`config.mk`:
```
export PLATFORM = sky130hd
export DESIGN_NAME = bildpuffer_arbiter
export DESIGN_NICKNAME = d
export VERILOG_FILES = /design/src/rtl/bildpuffer_arbiter.sv
export SDC_FILE = /design/constraint.sdc
export NUM_CORES = 1
export LEC_CHECK = 0
export BUFFER_PORTS_ARGS = -buffer_cell sky130_fd_sc_hd__buf_2
export CAP_MARGIN = 10
export CORE_ASPECT_RATIO = 2
export CORE_MARGIN = 8
export CORE_UTILIZATION = 56
export CTS_CLUSTER_SIZE = 40
export DETAILED_ROUTE_END_ITERATION = 8
export GPL_TIMING_DRIVEN = 0
export HOLD_SLACK_MARGIN = 0.08
export PLACE_DENSITY = 0.82
export SYNTH_ARGS = -nofsm -noshare
export SYNTH_HDL_FRONTEND = slang
export SYNTH_SLANG_ARGS = --single-unit
```
`constraint.sdc`:
```
create_clock -name clk -period 4.3 [get_ports clk]
set_input_delay 0.215 -clock clk [delete_from_list [all_inputs] [get_ports clk]]
set_output_delay 0.215 -clock clk [all_outputs]
set_load 0.01 [all_outputs]
```
`src/rtl/bildpuffer_arbiter.sv`:
```
// Write-side controller for the frame buffer: shares the single write port
// between CPU pixel writes and a rectangle-fill engine, round-robin on contention.
module bildpuffer_arbiter #(
    parameter int WIDTH        = 160,
    parameter int HEIGHT       = 120,
    parameter int BITSPERPIXEL = 8
) (
    input  logic                    clk,
    input  logic                    rst_n,
    input  logic                    cpu_req,
    input  logic [7:0]              cpu_x,
    input  logic [7:0]              cpu_y,
    input  logic [BITSPERPIXEL-1:0] cpu_color,
    output logic                    cpu_ack,
    input  logic                    fill_start,
    input  logic [7:0]              fill_x0,
    input  logic [7:0]              fill_y0,
    input  logic [7:0]              fill_w,
    input  logic [7:0]              fill_h,
    input  logic [BITSPERPIXEL-1:0] fill_color,
    output logic                    fill_busy,
    output logic                    fill_done,
    output logic [7:0]              fb_x,
    output logic [7:0]              fb_y,
    output logic [BITSPERPIXEL-1:0] fb_color,
    output logic                    fb_write
);

    typedef enum logic {IDLE, FILL} state_t;
    typedef enum logic {GRANT_CPU, GRANT_FILL} grant_t;

    localparam logic [8:0] X_LIMIT = 9'(WIDTH);
    localparam logic [8:0] Y_LIMIT = 9'(HEIGHT);

    state_t                  state;
    state_t                  state_next;
    grant_t                  last_grant;

    logic [7:0]              x0;
    logic [7:0]              y0;
    logic [7:0]              w;
    logic [7:0]              h;
    logic [BITSPERPIXEL-1:0] color;
    logic [8:0]              cx;
    logic [8:0]              cy;

    logic                    cpu_pend;
    logic                    fill_pend;
    logic                    grant_cpu;
    logic                    grant_fill;
    logic [8:0]              x_last;
    logic [8:0]              y_last;
    logic                    row_end;
    logic                    last_pixel;
    logic                    pixel_visible;
    logic                    start_ok;
    logic                    start_zero;

    // Arbitration and fill-walk decode; the ack mask stops one request issuing twice
    always_comb begin
        cpu_pend      = cpu_req & ~cpu_ack;
        fill_pend     = (state == FILL);
        grant_cpu     = cpu_pend  & (~fill_pend | (last_grant == GRANT_FILL));
        grant_fill    = fill_pend & (~cpu_pend  | (last_grant == GRANT_CPU));
        x_last        = {1'b0, x0} + {1'b0, w} - 9'd1;
        y_last        = {1'b0, y0} + {1'b0, h} - 9'd1;
        row_end       = (cx == x_last);
        last_pixel    = row_end && (cy == y_last);
        pixel_visible = (cx < X_LIMIT) && (cy < Y_LIMIT);
        start_ok      = (state == IDLE) && fill_start && (fill_w != 8'd0) && (fill_h != 8'd0);
        start_zero    = (state == IDLE) && fill_start && ((fill_w == 8'd0) || (fill_h == 8'd0));
    end

    // Fill FSM next state: leave FILL once the final pixel has been granted
    always_comb begin
        state_next = state;
        case (state)
            IDLE:    if (start_ok) state_next = FILL;
            FILL:    if (grant_fill && last_pixel) state_next = IDLE;
            default: state_next = IDLE;
        endcase
    end

    // Fill FSM state register
    always_ff @(posedge clk or negedge rst_n) begin
        if (!rst_n) state <= IDLE;
        else        state <= state_next;
    end

    // Rectangle parameters latched at start, and the raster-order pixel cursor
    always_ff @(posedge clk or negedge rst_n) begin
        if (!rst_n) begin
            x0    <= '0;
            y0    <= '0;
            w     <= '0;
            h     <= '0;
            color <= '0;
            cx    <= '0;
            cy    <= '0;
        end else if (start_ok) begin
            x0    <= fill_x0;
            y0    <= fill_y0;
            w     <= fill_w;
            h     <= fill_h;
            color <= fill_color;
            cx    <= {1'b0, fill_x0};
            cy    <= {1'b0, fill_y0};
        end else if (grant_fill) begin
            if (row_end) begin
                cx <= {1'b0, x0};
                cy <= cy + 9'd1;
            end else begin
                cx <= cx + 9'd1;
            end
        end
    end

    // Round-robin memory: the CPU wins the first contention after reset
    always_ff @(posedge clk or negedge rst_n) begin
        if (!rst_n)          last_grant <= GRANT_FILL;
        else if (grant_cpu)  last_grant <= GRANT_CPU;
        else if (grant_fill) last_grant <= GRANT_FILL;
    end

    // Registered frame-buffer port and handshake pulses; clipped fill pixels write nothing
    always_ff @(posedge clk or negedge rst_n) begin
        if (!rst_n) begin
            fb_x      <= '0;
            fb_y      <= '0;
            fb_color  <= '0;
            fb_write  <= 1'b0;
            cpu_ack   <= 1'b0;
            fill_done <= 1'b0;
            fill_busy <= 1'b0;
        end else begin
            fb_write  <= 1'b0;
            cpu_ack   <= 1'b0;
            fill_done <= start_zero;
            fill_busy <= (state_next == FILL);
            if (grant_cpu) begin
                fb_x     <= cpu_x;
                fb_y     <= cpu_y;
                fb_color <= cpu_color;
                fb_write <= 1'b1;
                cpu_ack  <= 1'b1;
            end else if (grant_fill) begin
                if (pixel_visible) begin
                    fb_x     <= cx[7:0];
                    fb_y     <= cy[7:0];
                    fb_color <= color;
                    fb_write <= 1'b1;
                end
                if (last_pixel) fill_done <= 1'b1;
            end
        end
    end

endmodule
```
**Word-level counts from Yosys, hierarchy flattened**

Cells that the tools add are included.

- Register bits: 87
- Input bits: 68
- Output and inout port bits: 28
- Logic and storage cells: 79

- $add $sub $neg: 6
- Order comparisons: 2
- Equal/unequal tests: 2
- Multiplexer cells: 27
- Bitwise gates (word level): 9
- Reduce and logical (&&, ||, !) cells: 18

Operators with widths:

| kind | number |
|---|---|
| $mux 8 | 9 |
| $mux 9 | 6 |
| $add 8x8->9 | 2 |
| $add 9x1->9 const B | 2 |
| $eq 9x9->1 | 2 |
| $sub 9x1->9 const B | 2 |
| $logic_not 8->1 | 2 |
| $reduce_bool 8->1 | 2 |
| $mux 1 | 11 |
| $lt 9x7->1 const B | 1 |
| $lt 9x8->1 const B | 1 |
| $reduce_bool 2->1 | 4 |
| $logic_and 1x1->1 | 7 |
| $not 1->1 | 4 |
| $reduce_and 2->1 | 2 |
| $and 1x1->1 | 3 |
| $or 1x1->1 | 2 |
| $pmux 1 s2 | 1 |
| $logic_or 1x1->1 | 1 |

**Logic depth before layout (Yosys ltp)**

- Word-level depth: 8
- Depth in mapped cells: 14
- Mapped depth without buffers: 12

**Least setup slack after synthesis**

OpenSTA, ideal clock, no wires.

- Path type: reg-to-reg
- Start: register x0[1]
- End: register cy[5]
- Library setup time: 94 ps
- Arrival: 3033 ps
- Required time: 4206 ps
- Setup slack: 1173 ps
- Stages on the path, launching flop included: 14
- Path buffers: 1
- Period minus slack after synthesis: 3127 ps
- Cells stage by stage: dfrtp_1 -> inv_1 -> ha_1 -> inv_1 -> ha_1 -> fa_1 -> a211oi_1 -> nor2_1 -> xnor2_1 -> o2111ai_1 -> or3_4 -> buf_6 -> or3_1 -> a221oi_2

- Longest elaborated chain between the ends: 5

RTL lines:

| item | RTL line | text |
|---|---|---|
| start, declared | 39 | `logic [7:0] x0;` |
| start signal, assigned | 101 | `x0 <= fill_x0;` |
| $add 8x8->9 | 65 | `x_last = {1'b0, x0} + {1'b0, w} - 9'd1;` |
| $sub 9x1->9 | 65 |  |
| $eq 9x9->1 | 67 | `row_end = (cx == x_last);` |
| $reduce_bool 2->1 (no source line) | -- |  |
| $reduce_and 2->1 (no source line) | -- |  |
| end signal, assigned | 107 | `cy <= {1'b0, fill_y0};` |
| end signal, assigned | 111 | `cy <= cy + 9'd1;` |
| end, declared | 45 | `logic [8:0] cy;` |

No other way between the ends.
A chain may end at the register's enable or synchronous reset.

**Worst setup path in the final report**

- Start: register x0[1]
- End: register cx[6]

- Longest elaborated chain between the ends: 6

RTL lines:

| item | RTL line | text |
|---|---|---|
| $add 8x8->9 | 65 |  |
| $sub 9x1->9 | 65 |  |
| $eq 9x9->1 | 67 |  |
| $mux 9 | 109 | `if (row_end) begin` |
| $mux 9 | 108 | `end else if (grant_fill) begin` |
| $mux 9 | 100 | `end else if (start_ok) begin` |
| end signal, assigned | 106 | `cx <= {1'b0, fill_x0};` |
| end signal, assigned | 110 | `cx <= {1'b0, x0};` |
| end signal, assigned | 113 | `cx <= cx + 9'd1;` |
| end, declared | 44 | `logic [8:0] cx;` |

No other way between the ends. The select of a mux whose other input is x is not followed.

==> impl_metrics.yaml <==
sta:
  finalMaxSlewViolations: 0
  max_freq_mhz: 271
  relSlewSlack_pct: 28.4
  tightest_slew_ns: 1.07
  final.setup.tns_ns: 0
  rsz0062_at_grt: "no"
  finalCriticalPeriod_ns: 3.69
  skew_ns: 0.00920
  timing.final.crit_share_pct: 85.8
  setup_viol: 0
  finalHoldViolCount: 0
global_routing:
  overflow: 0
  grt_pass1_vias: 4644
  grt_max_degree: 67
  grtUsageTotal_pct: 22.6
  grt_pass1_wl_um: 21700
  grt_antenna_before_repair: 0
clock_tree:
  root_buffer: "clkbuf_16"
  clk_latency_ns: 0.34
  cts_tree: "yes"
  clk_pin_slew_ns: 0.06
  cts_buffers: 9
  htree_levels: 3
  cts_sinks: 87
  clk_path_buf_depth: 2
place:
  hpwl_um: 10300
  place.gp.congestion: 0.895
  io_buffers: 95
floorplanning:
  start_util_pct: 57.6
  dieArea_mm2: 0.0123
  dieHeight_um: 149
  io_pins: 96
  core-area_mm2: 0.00859
  die_w_um: 82.4
  fp-row-count: 48
critical_path:
  critPathKind: "reg -> reg"
  cp_slowest_cell: "nor3_1"
  critPathMaxFanout: 8
  crit_chain: "inv_1, ha_1, inv_1, ha_1, fa_1, a211oi_1, nor2_1, xnor2_1, o2111ai_1, nor3_1, o211ai_1, a31oi_1"
  cpPeakStageDelay_ns: 0.91
  arrival_ns: 3.94
  start_kind: "register"
  path_buf_inv: 2
  required_ns: 4.55
  cp_top_family: "compound AO/OA/AOI/OAI gates"
  crit_path_end_kind: "register"
hold_path:
  hold_path.class: "in -> reg"
pwr:
  p_leak_uw: 0.00284
  p_sw_uw: 1870
  pwr-share-seq_pct: 29.5
  ir_worst_vdd_mv: 0.435
  power.density_mw_per_mm2: 770
  swShare_pct: 40.6
  power_frac_comb_pct: 52.5
  p_int_uw: 2740
  clockPowerShare_pct: 18.0
yosys:
  synth.distinct_cells: 46
  synthTopCellsByArea: "dfrtp_1 44%, ha_1 8.1%, nand2_1 5.2%"
  syn_inst: 559
  synth-seq-cells: 87
  synth-edff-count: 0
  netlist_top_cells_count: "86 x dfrtp_1, 69 x nand2_1, 67 x inv_1"
  synth-warning-count: 0
  netlist.area_leader.share_pct: 43.5
  ys_seq_area_share_pct: 44.1
  synth_largest_area_cell: "dfrtp_1"
  synthFlopType: "dfrtp_1"
  synthMostInstantiatedCell: "dfrtp_1"
  async_reset_ff_share_pct: 100
  syn_nets: 661
  syn_area_mm2: 0.00494
  syn_avg_cell_area_um2: 8.84
finish:
  drive_gt1_share_pct: 17.5
  fin_util_pct: 69.7
  fin_nets: 778
  synthToLayoutAreaGrowth_pct: 21.1
  num_antenna_cells: 0
drt:
  wl_um: 13400
  vias: 4452
  drc: 0
  first_iter_violations: 273
  antenna_left: 0
  avgViaCountPerCell: 5.71
  wl_per_cell_um: 17.2
  first_pass_iters: 4
status:
  status: "completed"
job:
  maxCapViolations: 0
through the flow:
stage	total power (µW)	area, µm²	worst slack, ns	std cells	hold slack, ns
final	4610	5990	0.610	780	0.0874
after global routing	4970	5990	0.364	780	0.0905
after CTS	4620	5990	0.670	780	0.0805
after detailed placement	3750	5570	0.748	755	0.128
after global placement	3630	5540	0.811	754	0.410
after floorplan	3160	4940	1.17	559	-0.0806
flip-flops by register name (all words and copies together) (netlist names):
name	cells
cx	9
fill_busy	1
last_grant	1
color	8
w	8
y0	8
fb_color	8
fill_done	1
x0	8
cy	9
fb_x	8
fb_y	8
fb_write	1
cpu_ack	1
h	8
cell families (layout without fill, tap and decap cells):
family,Yosys count,in the layout,synth area share (%)
AND/OR/NAND/NOR,177,177,16.1
AO/OA/AOI/OAI,128,128,16.8
buffers and inverters,96,217,7.47
flip-flops,87,87,44.1
adder cells (fa/ha/maj),34,34,8.91
XOR/XNOR,32,32,5.67
multiplexers,5,5,1.01
layer usage:
layer  GRT usage [%]  wire length (µm)
met1            24.0              5000
met2            40.3              7270
met5               0                 0
met3            4.23               751
met4            10.7               403
cell usage in the layout, fill, tap and decap left out, types with 3 or more instances in the layout:
cell type and count:
nor2_1 57, o32ai_1 22, inv_1 67, or4_1 5, clkbuf_16 9, dfrtp_1 86
nor4_1 3, nand4_1 4, o21ai_0 49, o21bai_1 3, clkbuf_1 28, nand3_1 13
mux2i_1 5, nor3_1 8, a21o_1 5, xor2_1 9, o211ai_1 3, a211oi_1 3
or3_1 4, o31ai_1 6, xnor2_1 23, and3_1 6, buf_2 95, dlygate4sd3_1 10
nand2_1 69, a21oi_1 17, a31oi_1 7, ha_1 32
final timing paths:
check                                startpoint                 endpoint  slack [ns]  depth (start not counted)
setup reg to reg              x0[1]$_DFFE_PN0P_        cx[6]$_DFFE_PN0P_        0.61                         12
hold reg to reg            color[6]$_DFFE_PN0P_     color[6]$_DFFE_PN0P_        0.48                          2
min in group asynchronous                 rst_n  fb_color[5]$_DFFE_PN0P_        0.31                          2
max in group asynchronous                 rst_n   last_grant$_DFFE_PN1P_        3.33                          3
setup / recovery              x0[1]$_DFFE_PN0P_        cx[6]$_DFFE_PN0P_        0.61                         12
hold / removal                        fill_w[1]         w[1]$_DFFE_PN0P_        0.09                          3
power groups by stage:
stage | clock network [µW] | registers [µW] | logic (µW)
global placement | 0 | 1350 | 2280
global route | 872 | 1390 | 2710
CTS | 841 | 1360 | 2420
detailed placement | 0 | 1370 | 2380
floorplan | 0 | 1370 | 1790
finish | 829 | 1360 | 2420
timing repair:
item	in CTS	in global routing
hold buffers	10	0
setup buffers	0	0
hold endpoints to repair	30	0
gates resized for setup	0	0
cell type report:
class | instances | area [µm²]
buffer | 29 | 118
clock buffer | 10 | 229
clock inverter | 5 | 82.6
fill | 672 | 2600
inverter | 67 | 251
multi-input combinational | 376 | 2400
sequential | 87 | 2180
tap | 100 | 125
timing repair buffer | 106 | 606
tightest hold or removal path: stages:
cell	delay, ns
buf_2	0.09
nand2_1	0.04
o21ai_0	0.06
(Power assumes the default switching activity.)
